[config.mk]
export PLATFORM = sky130hd
export DESIGN_NAME = evt_counter_array
export DESIGN_NICKNAME = d
export VERILOG_FILES = /design/src/rtl/evt_pkg.sv /design/src/rtl/evt_chan.sv /design/src/rtl/evt_counter_array.sv
export SDC_FILE = /design/constraint.sdc
export NUM_CORES = 1
export LEC_CHECK = 0
export CORE_UTILIZATION = 46
export CTS_BUF_LIST = sky130_fd_sc_hd__clkbuf_4 sky130_fd_sc_hd__clkbuf_8
export DETAILED_ROUTE_END_ITERATION = 12
export MAX_ROUTING_LAYER = met4
export PLACE_DENSITY = 0.77
export REMOVE_ABC_BUFFERS = 1
export SLEW_MARGIN = 20
export SYNTH_ARGS = -nofsm -noshare
export SYNTH_HDL_FRONTEND = slang
export SYNTH_SLANG_ARGS = --single-unit
[constraint.sdc]
create_clock -name i_clk -period 1.8 [get_ports i_clk]
set_input_delay 0.45 -clock i_clk [delete_from_list [all_inputs] [get_ports i_clk]]
set_output_delay 0.45 -clock i_clk [all_outputs]
set_load 0.005 [all_outputs]
[src/rtl/evt_pkg.sv]
// ----------------------------------------------------------------------------
// evt_pkg
// Shared constants and types for the event counter array.
//   N_CH_DEF     default number of event channels
//   CNT_W_DEF    default per-channel counter width
//   count_mode_e behaviour of a counter when a hit arrives at its maximum
// ----------------------------------------------------------------------------
package evt_pkg;

    localparam int N_CH_DEF  = 3;
    localparam int CNT_W_DEF = 8;

    typedef enum logic {
        COUNT_WRAP = 1'b0,  // roll over to zero
        COUNT_SAT  = 1'b1   // stick at all-ones
    } count_mode_e;

endpackage : evt_pkg

[src/rtl/evt_chan.sv]
// ----------------------------------------------------------------------------
// evt_chan
// One event channel: previous-sample register, hit detection, counter and
// sticky overflow flag.
//   clk_i   clock, rising edge
//   rst_i   asynchronous active-high reset
//   en_i    count enable (hits are ignored while low)
//   clr_i   synchronous clear of counter and overflow; beats a same-cycle hit
//   evt_i   event input, synchronous to clk_i
//   cnt_o   registered count
//   ovf_o   sticky overflow flag
// ----------------------------------------------------------------------------
module evt_chan
    import evt_pkg::*;
#(
    parameter int          CNT_W = CNT_W_DEF,
    parameter count_mode_e MODE  = COUNT_WRAP,
    parameter bit          EDGE  = 1'b1
) (
    input  logic             clk_i,
    input  logic             rst_i,
    input  logic             en_i,
    input  logic             clr_i,
    input  logic             evt_i,
    output logic [CNT_W-1:0] cnt_o,
    output logic             ovf_o
);

    localparam logic [CNT_W-1:0] CNT_MAX = {CNT_W{1'b1}};
    localparam logic [CNT_W-1:0] CNT_ONE = {{(CNT_W-1){1'b0}}, 1'b1};

    logic             evt_q;
    logic [CNT_W-1:0] cnt_q, cnt_d;
    logic             ovf_q, ovf_d;
    logic             hit;

    // evt_q follows the input every cycle, independent of enable and clear,
    // so re-enabling never produces a stale edge.
    assign hit = EDGE ? (evt_i & ~evt_q) : evt_i;

    always_comb begin
        cnt_d = cnt_q;
        ovf_d = ovf_q;
        if (clr_i) begin
            cnt_d = '0;
            ovf_d = 1'b0;
        end else if (en_i && hit) begin
            if (cnt_q == CNT_MAX) begin
                ovf_d = 1'b1;
                cnt_d = (MODE == COUNT_SAT) ? CNT_MAX : '0;
            end else begin
                cnt_d = cnt_q + CNT_ONE;
            end
        end
    end

    always_ff @(posedge clk_i or posedge rst_i) begin
        if (rst_i) begin
            evt_q <= 1'b0;
            cnt_q <= '0;
            ovf_q <= 1'b0;
        end else begin
            evt_q <= evt_i;
            cnt_q <= cnt_d;
            ovf_q <= ovf_d;
        end
    end

    assign cnt_o = cnt_q;
    assign ovf_o = ovf_q;

endmodule : evt_chan

[src/rtl/evt_counter_array.sv]
// ----------------------------------------------------------------------------
// evt_counter_array
// N_CH independent event counters with a common enable/clear and an
// all-channel snapshot register.
//   i_clk       clock, rising edge
//   i_rst       asynchronous active-high reset
//   i_en        global count enable
//   i_clr       synchronous clear of all counters and overflow flags
//   i_evt       per-channel event inputs
//   i_snap      snapshot request
//   o_cnt       live count per channel (index = channel)
//   o_ovf       sticky overflow flag per channel
//   o_snap_cnt  counts captured by the last snapshot
//   o_snap_vld  one-cycle pulse marking a new snapshot
// ----------------------------------------------------------------------------
module evt_counter_array
    import evt_pkg::*;
#(
    parameter int N_CH     = N_CH_DEF,
    parameter int CNT_W    = CNT_W_DEF,
    parameter int SATURATE = 0,
    parameter int EDGE     = 1
) (
    input  logic                       i_clk,
    input  logic                       i_rst,
    input  logic                       i_en,
    input  logic                       i_clr,
    input  logic [N_CH-1:0]            i_evt,
    input  logic                       i_snap,
    output logic [N_CH-1:0][CNT_W-1:0] o_cnt,
    output logic [N_CH-1:0]            o_ovf,
    output logic [N_CH-1:0][CNT_W-1:0] o_snap_cnt,
    output logic                       o_snap_vld
);

    localparam count_mode_e MODE     = (SATURATE != 0) ? COUNT_SAT : COUNT_WRAP;
    localparam bit          EDGE_BIT = (EDGE != 0);

    logic [N_CH-1:0][CNT_W-1:0] cnt;
    logic [N_CH-1:0]            ovf;

    logic [N_CH-1:0][CNT_W-1:0] snap_cnt_q, snap_cnt_d;
    logic                       snap_vld_q, snap_vld_d;

    for (genvar g = 0; g < N_CH; g++) begin : g_chan
        evt_chan #(
            .CNT_W (CNT_W),
            .MODE  (MODE),
            .EDGE  (EDGE_BIT)
        ) u_chan (
            .clk_i (i_clk),
            .rst_i (i_rst),
            .en_i  (i_en),
            .clr_i (i_clr),
            .evt_i (i_evt[g]),
            .cnt_o (cnt[g]),
            .ovf_o (ovf[g])
        );
    end

    // The snapshot samples the registered counts, i.e. the values before
    // this edge's update; a same-cycle clear therefore still captures the
    // pre-clear counts.
    always_comb begin
        snap_cnt_d = snap_cnt_q;
        snap_vld_d = i_snap;
        if (i_snap) begin
            snap_cnt_d = cnt;
        end
    end

    always_ff @(posedge i_clk or posedge i_rst) begin
        if (i_rst) begin
            snap_cnt_q <= '0;
            snap_vld_q <= 1'b0;
        end else begin
            snap_cnt_q <= snap_cnt_d;
            snap_vld_q <= snap_vld_d;
        end
    end

    assign o_cnt      = cnt;
    assign o_ovf      = ovf;
    assign o_snap_cnt = snap_cnt_q;
    assign o_snap_vld = snap_vld_q;

endmodule : evt_counter_array

==> flow_summary.rst <==
.. list-table::
   :header-rows: 1

   * - Metric
     - Value
   * - Status
     - complete, no violations
   * - Flop-to-flop setup slack
     - 0.30 ns
   * - Longest Clk Path Bufs
     - 2
   * - Class of the most critical hold timing path
     - in2async
   * - Die Ht
     - 73.8 µm
   * - Setup clock skew after layout
     - 0.00456 ns
   * - Min cycle time layout
     - 1.75 ns
   * - Synth Register Bits
     - 55
   * - Arrival time at the worst endpoint
     - 1.30 ns
   * - Slew headroom
     - 82.5%
   * - Total of fill cells in the finished design
     - 388
   * - Post-layout net count
     - 268
   * - Remaining design rule violation count
     - 0
   * - Cts bufs inserted
     - 5
   * - Aggregate routed wire length
     - 4690 µm
   * - Die width
     - 73.8 µm
   * - Via-per-instance ratio
     - 5.10
   * - Critical Path End Type
     - primary output
   * - Antenna fix cells
     - 0
   * - Highest routed layer
     - met4
   * - Mapped Cells
     - 190
   * - HPWL Detailed
     - 3260 µm
   * - Std cell rows
     - 25
   * - Capturing point of the worst reg2reg path
     - g_chan[2].u_chan.cnt_o[2]
   * - Met2 Routed Length
     - 2180 µm
   * - Clk sinks
     - 55
   * - Total standard cell area after synthesis
     - 2370 µm²
   * - First-pass GRT wire length
     - 7820 µm
   * - Number of unique standard cell types used by synthesis
     - 30
   * - Effective utilization at floorplan
     - 48.9%
   * - Leak
     - 1.45 nW
   * - Number of antenna violations at the first check in global routing
     - 0
   * - Unrepaired setup endpoints after global routing
     - false
   * - Final hold vios
     - 0
   * - Area of the core
     - 4850 µm²
   * - Via count of the first global-routing pass
     - 1597
   * - Total die area
     - 5450 µm²
   * - Clock transition time at the flip-flop clock pins of the worst setup and hold paths
     - 0.10 ns
   * - Number of buffer and inverter instances along the worst setup path
     - 1
   * - Cell family contributing the most delay on the critical path
     - buffers and inverters
   * - Stage delay of the slowest cell on the critical path
     - 0.53 ns
   * - Data required time of the worst path
     - 1.35 ns
   * - Area growth from synthesis to layout
     - 35.9%
   * - Overall global routing resource usage
     - 20.1%
   * - Top Ports
     - 60
   * - Critical-path maximum fanout
     - 7
   * - Hold_ws
     - 0.375 ns
   * - Minimum setup slack in the final design
     - 0.0487 ns
   * - Final GP Congestion
     - 0.826
   * - Buffer type at the clock tree root
     - clkbuf_8
   * - Startpoint Class
     - flip-flop
   * - Count of cells along the worst register-to-register path
     - 5
   * - Count of cells resized by post-cts repair
     - 4
   * - Final Setup Violations
     - 0
   * - Number of iterations in the first detailed-routing pass
     - 4
   * - Number of levels in the clock H-tree
     - 2
   * - Slowest cell on the critical path
     - clkdlybuf4s50_1
   * - Tightest Pin Transition
     - 0.262 ns
   * - Max-cap violations
     - 0
   * - Pin count of the biggest net entering global routing
     - 46
   * - Per-cell routed wire length
     - 14.4 µm
   * - VDD IR-drop max
     - 0.613 mV
   * - Count of input and output buffers
     - 59
   * - Gr ovfl total
     - 0
   * - Cell-by-cell listing of the critical path
     - clkdlybuf4s50_1
   * - Sequential element share of the synthesized area
     - 58.0%
   * - Power density cells
     - 704 nW/µm²
   * - Mean instance size in the synthesized netlist
     - 12.5 µm²
   * - Routed wl met3
     - 263 µm
   * - Number of buffers added for setup after CTS
     - 0
   * - Category of the most critical setup path
     - reg2out
   * - Routed length on met1
     - 2180 µm
   * - Final Cycle Share
     - 97.3%
   * - CTS tree
     - yes
   * - Number of max-slew violations in the final report
     - 0
   * - Routed vias
     - 1656
   * - Pre-CTS worst setup slack
     - -0.0632 ns
   * - Fraction of final layout cells with drive strength greater than 1
     - 23.3%
   * - Highest clock frequency the design can meet
     - 571 MHz
   * - Latest clock arrival within the worst-skew pair
     - 0.31 ns
   * - DRT iter0 DRCs
     - 76
   * - Critical R2R Launch
     - g_chan[2].u_chan.cnt_o[1]
   * - Syn. warnings
     - 0
   * - Hold bufs inserted after CTS
     - 0
   * - Antenna viol nets, final
     - 0
-- metrics by stage --
step / instances / setup TNS [ns] / instance area, µm² / utilization [%] / total power, mW
after floorplan: 178 / 0 / 2290 / - / 1.34
after global routing: 325 / 0 / 3220 / 66.5 / 2.36
after global placement: 317 / -0.234 / 3090 / 63.7 / 1.44
final: 325 / 0 / 3220 / 66.5 / 2.27
after detailed placement: 317 / -0.808 / 3090 / 63.7 / 1.44
after CTS: 325 / 0 / 3210 / 66.2 / 2.29
-- report_power, final --
group          switching (mW)  total (mW)  internal, mW  leakage (nW)
registers              0.0141        1.26          1.25         0.735
clock network           0.402       0.853         0.451        0.0612
logic                  0.0744       0.151        0.0763         0.653
-- worst max-delay path by stage --
| stage | start | end | cells past startpoint |
|---|---|---|---|
| after floorplan | i_rst | g_chan[0].u_chan.cnt_o[0] | 1 |
| after global placement | i_en | g_chan[1].u_chan.cnt_o[3] | 6 |
| after detailed placement | i_en | g_chan[1].u_chan.cnt_o[2] | 6 |
| after CTS | g_chan[2].u_chan.cnt_o[3] | o_cnt[19] | 1 |
| after global routing | g_chan[1].u_chan.cnt_o[0] | o_cnt[8] | 1 |
| final | g_chan[1].u_chan.cnt_o[0] | o_cnt[8] | 1 |
-- worst reg2reg max path, cell delays in order, from the launching register on --
cell and delay [ns]:
dfrtp_2 0.44, ha_1 0.20, nand4b_1 0.16, nor3_1 0.26
or2_1 0.25, nor2_1 0.08
-- layout by cell type (no fill, tap or decap), drive strengths merged --
| cell type | instances |
|---|---|
| clkdlybuf4s50 | 59 |
| dfrtp | 55 |
| nor2 | 25 |
| mux2 | 24 |
| xor2 | 16 |
| buf | 13 |
| o2111ai | 7 |
| clkbuf | 6 |
| nand4 | 5 |
| o21ai | 5 |
| and3 | 5 |
| a21oi | 4 |
| and3b | 3 |
| nand2 | 3 |
| xnor2 | 3 |
| mux2i | 3 |
| ha | 3 |
| inv | 3 |
| or3 | 2 |
| and4 | 2 |
| nand2b | 2 |
| o211ai | 2 |
| nand4b | 1 |
| nor3 | 1 |
| or2 | 1 |
| and2 | 1 |
| nand3 | 1 |
| and4b | 1 |
| bufinv | 1 |
| clkinv | 1 |
-- sequential cells by signal, indices dropped and copies added, names as in the netlist --
| register | count |
|---|---|
| g_chan.u_chan.cnt_o | 24 |
| g_chan.u_chan.evt_q | 3 |
| g_chan.u_chan.ovf_o | 3 |
| o_snap_cnt | 24 |
| o_snap_vld | 1 |
-- cell usage after synthesis --
cell type   n  area share [%]
and3b_1     3             1.1
or3_1       2            0.53
o2111ai_1   7             2.6
nor3_1      1            0.21
mux2_2     24              11
nand2_1     3            0.47
buf_6       2            0.95
nand4_1     5             1.3
o211ai_1    2            0.63
or2_1       1            0.26
a21oi_1     4            0.84
o21ai_0     5             1.1
clkbuf_1    2            0.32
dfrtp_1    55              58
mux2i_1     3             1.3
xnor2_1     3             1.1
buf_4       4             1.3
nand2b_1    2            0.53
xor2_1     16             5.9
nand4b_1    1            0.37
buf_2       4            0.84
ha_1        3             1.6
nor2_1     25             4.0
and3_2      1            0.32
nand3_1     1            0.21
inv_1       3            0.47
and2_1      1            0.26
and4b_1     1            0.42
and4_1      2            0.74
and3_1      4             1.1
-- cell type report --
cell class | count | area [µm²] | share of cell area (%)
sequential | 55 | 1390 | 43.2
inverter | 3 | 11.3 | 0.349
tap | 67 | 83.8 | 2.60
multi-input combinational | 120 | 905 | 28.1
clock buffer | 6 | 82.6 | 2.56
clock inverter | 2 | 35.0 | 1.09
timing repair buffer | 72 | 713 | 22.1
-- layer usage --
| layer | track usage, % | vias up |
|---|---|---|
| li1 | - | 792 |
| met3 | 5.76 | 6 |
| met1 | 26.2 | 809 |
| met4 | 6.41 | 0 |
| met2 | 30.3 | 49 |
| met5 | - | - |
-- kinds of logic (layout without fill, tap and decap cells) --
group	count (synthesis)	after routing	share of synthesized area, %
flops	55	55	58.0
mux	27	27	12.7
fa+ha+maj	3	3	1.58
buf+inv	15	83	3.85
xor+xnor	19	19	7.01
compound gates	18	18	5.12
simple gates	53	53	11.8
Note: power is estimated with default switching activity, not from simulation.
==> patch 1: new RTL, same flow settings <==
Set the package constant `CNT_W_DEF` to 10 (it was 8).
--- a/src/rtl/evt_pkg.sv
+++ b/src/rtl/evt_pkg.sv
@@ -8,7 +8,7 @@
 package evt_pkg;
 
     localparam int N_CH_DEF  = 3;
-    localparam int CNT_W_DEF = 8;
+    localparam int CNT_W_DEF = 10;
 
     typedef enum logic {
         COUNT_WRAP = 1'b0,  // roll over to zero
Interface: changed (resized o_cnt and o_snap_cnt); port bits go from 60 to 72. The function was not compared with the original's and may differ.
==> patch 1 against the unedited design <==
Wire length rose by 26%. Final area grew 26%. Area after synthesis grew 28%. Sequential cell count rose by 12. Worst setup slack lost 0.013 ns. Total power rose by 28%. Register-to-register slack worse by 0.06 ns. Sequential share of layout area fell by 1.7 points. Critical endpoint is now o_cnt[20].
==> patch 1: results (changes against the unedited design) <==
* Post-Synth Adder-Cell Area at 1.24% (-0.34 points)
* Fillers at 492 (+27%)
* Outcome: complete, no violations
* DR vias at 2,167 (+31%)
* Final instance area at 4070 µm² (+26%)
* Crit path from: g_chan[2].u_chan.cnt_o[0]
* Vias in the first global route at 2,129 (+33%)
* Synth top cells by count: dfrtp_1, mux2_2, nor2_1, xor2_1
* Comb_multi_in at 158 (+32%)
* Final worst slack at 0.0359 ns (-0.0128 ns)
* First-pass GRT wire length at 10,000 µm (+28%)
* Sequential cell area share at 41.5% (-1.7 points)
* Non-clock buffers at 84 (+17%)
* Signal buf overhead at 21.1% (-1.0 points)
* FF-to-FF End: g_chan[1].u_chan.cnt_o[7]
* Layout cell share with drive strength beyond 1 at 25.1% (+1.8 points)
* Hold slack at 0.487 ns (+0.112 ns)
* Post-synthesis register bit count at 67 (+22%)
* Clock-cell share of area at 4.89% (+1.2 points)
* Multi-input gate share of the layout cell area at 30.0% (+1.9 points)
* Met1 Use GR at 22.6% (-3.6 points)
* Crit Path Max Fanout at 5 (-2)
* Post-synthesis xor/xnor area fraction at 6.94% (-0.075 points)
* DR WL met3 at 268 µm (+1.9%)
* DP Area at 3850 µm² (+25%)
* Multiplexer share of the synthesized area at 11.2% (-1.5 points)
* Top cells by area, synth: dfrtp_1, mux2_2, xor2_1
* Clock skew at 0.00875 ns (+0.00419 ns)
* IO Port Bufs at 71 (+20%)
* Switching share of total power at 21.6% (-0.068 points)
* Met2 GRT Util at 29.5% (-0.77 points)
* Total Wirelength at 5880 µm (+26%)
* H-tree levels at 3 (+1)
* Max transition margin at 75.5% (-7.0 points)
* Signal inverters at 2 (-1)
* HPWL Detailed at 4020 µm (+23%)
* Gpl congestion at 0.824 (-0.33%)
* GRT Total Usage at 18.5% (-1.6 points)
* R2r setup slk at 0.24 ns (-0.06 ns)
* RR Startpoint: g_chan[1].u_chan.cnt_o[0]
* Pre-CTS setup slack at -0.0879 ns (-0.0246 ns)
* Sequential area share after synthesis at 55.3% (-2.7 points)
* Post-placement cell count at 387 (+22%)
* Clock latency at the later pin of the worst-skew pair at 0.33 ns (+0.02 ns)
* Largest net degree at the start of global routing at 68 (+48%)
* GR Util met3 at 5.17% (-0.59 points)
* Initial drt markers at 70 (-7.9%)
* DR vias/cell at 5.36 (+5.3%)
* Pleak at 1.85 nW (+27%)
* Synth Area in Compound Gates at 5.99% (+0.87 points)
* Worst VDD drop at 0.000555 V (-9.4%)
* Initial antenna violation count at 0 (unchanged)
* Netlist cell types at 40 (+33%)
* Nets at 333 (+24%)
* Cts bufs inserted at 9 (+4)
* Post-Route M1 WL at 2690 µm (+23%)
* CP Capture Point: o_cnt[20]
* Clock-pin slew on the worst setup and hold paths at 0.07 ns (-0.03 ns)
* Clock buffer cells at 15 (+9)
* Cells after synthesis at 242 (+27%)
[patch 1: changes by cell type after synthesis, moves of 3 or more]
cell | before | now
o211ai_1 | 2 | 5
o21ai_0 | 5 | 2
dfrtp_1 | 55 | 67
xor2_1 | 16 | 20
nor2_1 | 25 | 30
buf_6 | 2 | 5
mux2_2 | 24 | 30
and3_1 | 4 | 7
mux2i_1 | 3 | 0
[patch 1: power by group through the flow]
stage / sequential, mW / combinational [mW] / clock [mW]
after floorplan: 1.56 / 0.0649 / 0
after global placement: 1.56 / 0.170 / 0
after detailed placement: 1.56 / 0.173 / 0
after CTS: 1.53 / 0.173 / 1.24
after global routing: 1.53 / 0.188 / 1.31
final: 1.53 / 0.170 / 1.21
[patch 1: timing repair]
action / CTS / global route
hold buffers: 0 / 0
endpoints found under the hold margin: 0 / 0
setup buffers: 0 / 1
setup endpoints to repair: 4 / 7
resized for setup: 4 / 6
==> patch 2: new RTL, same settings <==
Without the edit above. Reset style: synchronous (`i_rst` and `rst_i`), changed in 2 clocked blocks. Comments in the files are not updated.
--- a/src/rtl/evt_chan.sv
+++ b/src/rtl/evt_chan.sv
@@ -54,7 +54,7 @@
         end
     end
 
-    always_ff @(posedge clk_i or posedge rst_i) begin
+    always_ff @(posedge clk_i) begin
         if (rst_i) begin
             evt_q <= 1'b0;
             cnt_q <= '0;
--- a/src/rtl/evt_counter_array.sv
+++ b/src/rtl/evt_counter_array.sv
@@ -69,7 +69,7 @@
         end
     end
 
-    always_ff @(posedge i_clk or posedge i_rst) begin
+    always_ff @(posedge i_clk) begin
         if (i_rst) begin
             snap_cnt_q <= '0;
             snap_vld_q <= 1'b0;
Formal check against the unedited RTL: differs if i_rst is asserted again (counterexample within 4 cycles, from zero or initial values and one cycle with i_rst high); with i_rst held inactive, the same outputs for 10 cycles.
==> patch 2 against the unedited design <==
Non-clock buffer count rose by 4. Count of clock-buffer cells in the layout stayed put. First-iteration DRC count shrank 9.2%. Sequential cell count unchanged. Critical path depth did not move. Final area down 5.9%. Register-to-register slack got worse by 0.06 ns. Area after synthesis is 6.0% lower. Total power fell by 11%. Wire length is 4.5% lower. Worst setup slack improved by 0.023 ns. Largest cell class unchanged. Largest power group unchanged.
==> patch 2: results (changes against the unedited design) <==
* Outcome: complete, no violations
* HPWL Detailed at 3240 µm (-0.68%)
* Worst Path Arrival at 1.28 ns (-0.02 ns)
* R2r setup slk at 0.24 ns (-0.06 ns)
* Clock-pin slew on the worst setup and hold paths at 0.09 ns
* Switching power at 436 µW (-11%)
* Slew @ Worst Pin at 0.218 ns (-0.0443 ns)
* Post-CTS Setup Inserts at 0 (unchanged)
* Largest net degree at the start of global routing at 26 (-43%)
* Clock latency at the later pin of the worst-skew pair at 0.31 ns (about the same)
* FMAX at 579 MHz (+1.3%)
* Top cells by area, synth: dfxtp_1, mux2i_1, nor2_1
* Crit Path Max Fanout at 6 (-1)
* Layout cell share with drive strength beyond 1 at 12.0% (-11 points)
* Max clock buf depth at 2 (unchanged)
* Family with the most delay on the worst path: buffers and inverters
* Worst Hold Class: register to register
* IO Port Bufs at 59 (unchanged)
* Asr flop ratio synth at 0% (-100 points)
* DR vias/cell at 5.01 (-1.8%)
* Cts bufs inserted at 5 (unchanged)
* Total Wirelength at 4470 µm (-4.5%)
* Initial antenna violation count at 0 (unchanged)
* Nets at 310 (+16%)
* Vias in the first global route at 1,652 (+3.4%)
* Clock skew at 0.00359 ns (-0.000969 ns)
* Drt first pass iters at 4 (unchanged)
* Netlist cell types at 38 (+27%)
* Synth top cells by count: dfxtp_1, nor2_1, mux2i_1, xor2_1, nand2_1
* CTS-repair resized insts at 0 (-4)
* Root Buffer: clkbuf_8
* Slowest stage delay, CP at 0.55 ns (+0.02 ns)
* Worst VDD drop at 0.000423 V (-31%)
* Post-placement cell count at 344 (+8.5%)
* Hold slack at 0.465 ns (+0.0906 ns)
* Yosys warns at 0 (unchanged)
* Final Non-Filler Cells at 351 (+8.0%)
* Initial drt markers at 69 (-9.2%)
* First-pass GRT wire length at 7690 µm (-1.6%)
* GRT Total Usage at 19.7% (-0.34 points)
* Sequential area share after synthesis at 49.4% (-8.7 points)
* Ant. Diodes at 0 (unchanged)
* Pre-CTS setup slack at -0.135 ns (-0.0716 ns)
* Gpl congestion at 0.830 (+0.39%)
* Pleak at 1.17 nW (-19%)
* Slowest CP cell: clkdlybuf4s50_1
* H-tree levels at 2 (unchanged)
* Synthesized area per cell at 9.70 µm² (-22%)
-- patch 2: area by class of cell --
cell class / instances / area (µm²)
Clock buffer: 6 / 82.6
Clock inverter: 1 / 5.00
Fill cell: 378 / 1470
Inverter: 4 / 15.0
Multi-Input combinational cell: 157 / 1030
Sequential cell: 55 / 1110
Tap cell: 52 / 65.1
Timing Repair Buffer: 76 / 731
-- patch 2: final timing paths --
| kind | cells past startpoint | to | start |
|---|---|---|---|
| worst min register to register | 2 | g_chan[1].u_chan.ovf_o | g_chan[1].u_chan.ovf_o |
| worst max-delay path | 1 | o_cnt[12] | g_chan[1].u_chan.cnt_o[4] |
| worst max register to register | 5 | g_chan[2].u_chan.cnt_o[0] | g_chan[2].u_chan.cnt_o[1] |
| worst min-delay path | 2 | g_chan[1].u_chan.ovf_o | g_chan[1].u_chan.ovf_o |
-- patch 2: power by group through the flow --
stage | sequential (mW) | combinational (mW) | clock [mW]
3_5_place_dp | 1.26 | 0.120 | 0
5_1_grt | 1.23 | 0.130 | 0.742
6_report | 1.23 | 0.120 | 0.674
4_1_cts | 1.23 | 0.121 | 0.703
3_3_place_gp | 1.26 | 0.119 | 0
2_1_floorplan | 1.26 | 0.0409 | 0
-- patch 2: cell families (layout without fill, tap and decap cells) --
| logic type | after synthesis | after routing | share of synthesized area, % |
|---|---|---|---|
| simple gates | 97 | 97 | 22.1 |
| flops | 55 | 55 | 49.4 |
| mux | 26 | 26 | 11.7 |
| xor+xnor | 18 | 18 | 7.07 |
| buf+inv | 18 | 87 | 4.49 |
| compound gates | 13 | 13 | 3.65 |
| fa+ha+maj | 3 | 3 | 1.68 |
-- patch 2: per-layer routing --
metal | global-route usage, % | vias to the layer above | share of wire (%)
met4 | 5.88 | 0 | 1.2
met5 | - | - | 0
li1 | - | 910 | -
met3 | 4.64 | 5 | 3.9
met2 | 30.8 | 45 | 45
met1 | 25.6 | 797 | 50
-- patch 2: through the flow --
step / power (mW) / util (%) / instance area [µm²]
floorplan: 1.30 / - / 2150
global placement: 1.38 / 65.3 / 2940
detailed placement: 1.38 / 65.3 / 2940
CTS: 2.05 / 67.3 / 3030
global route: 2.10 / 67.4 / 3030
finish: 2.02 / 67.4 / 3030
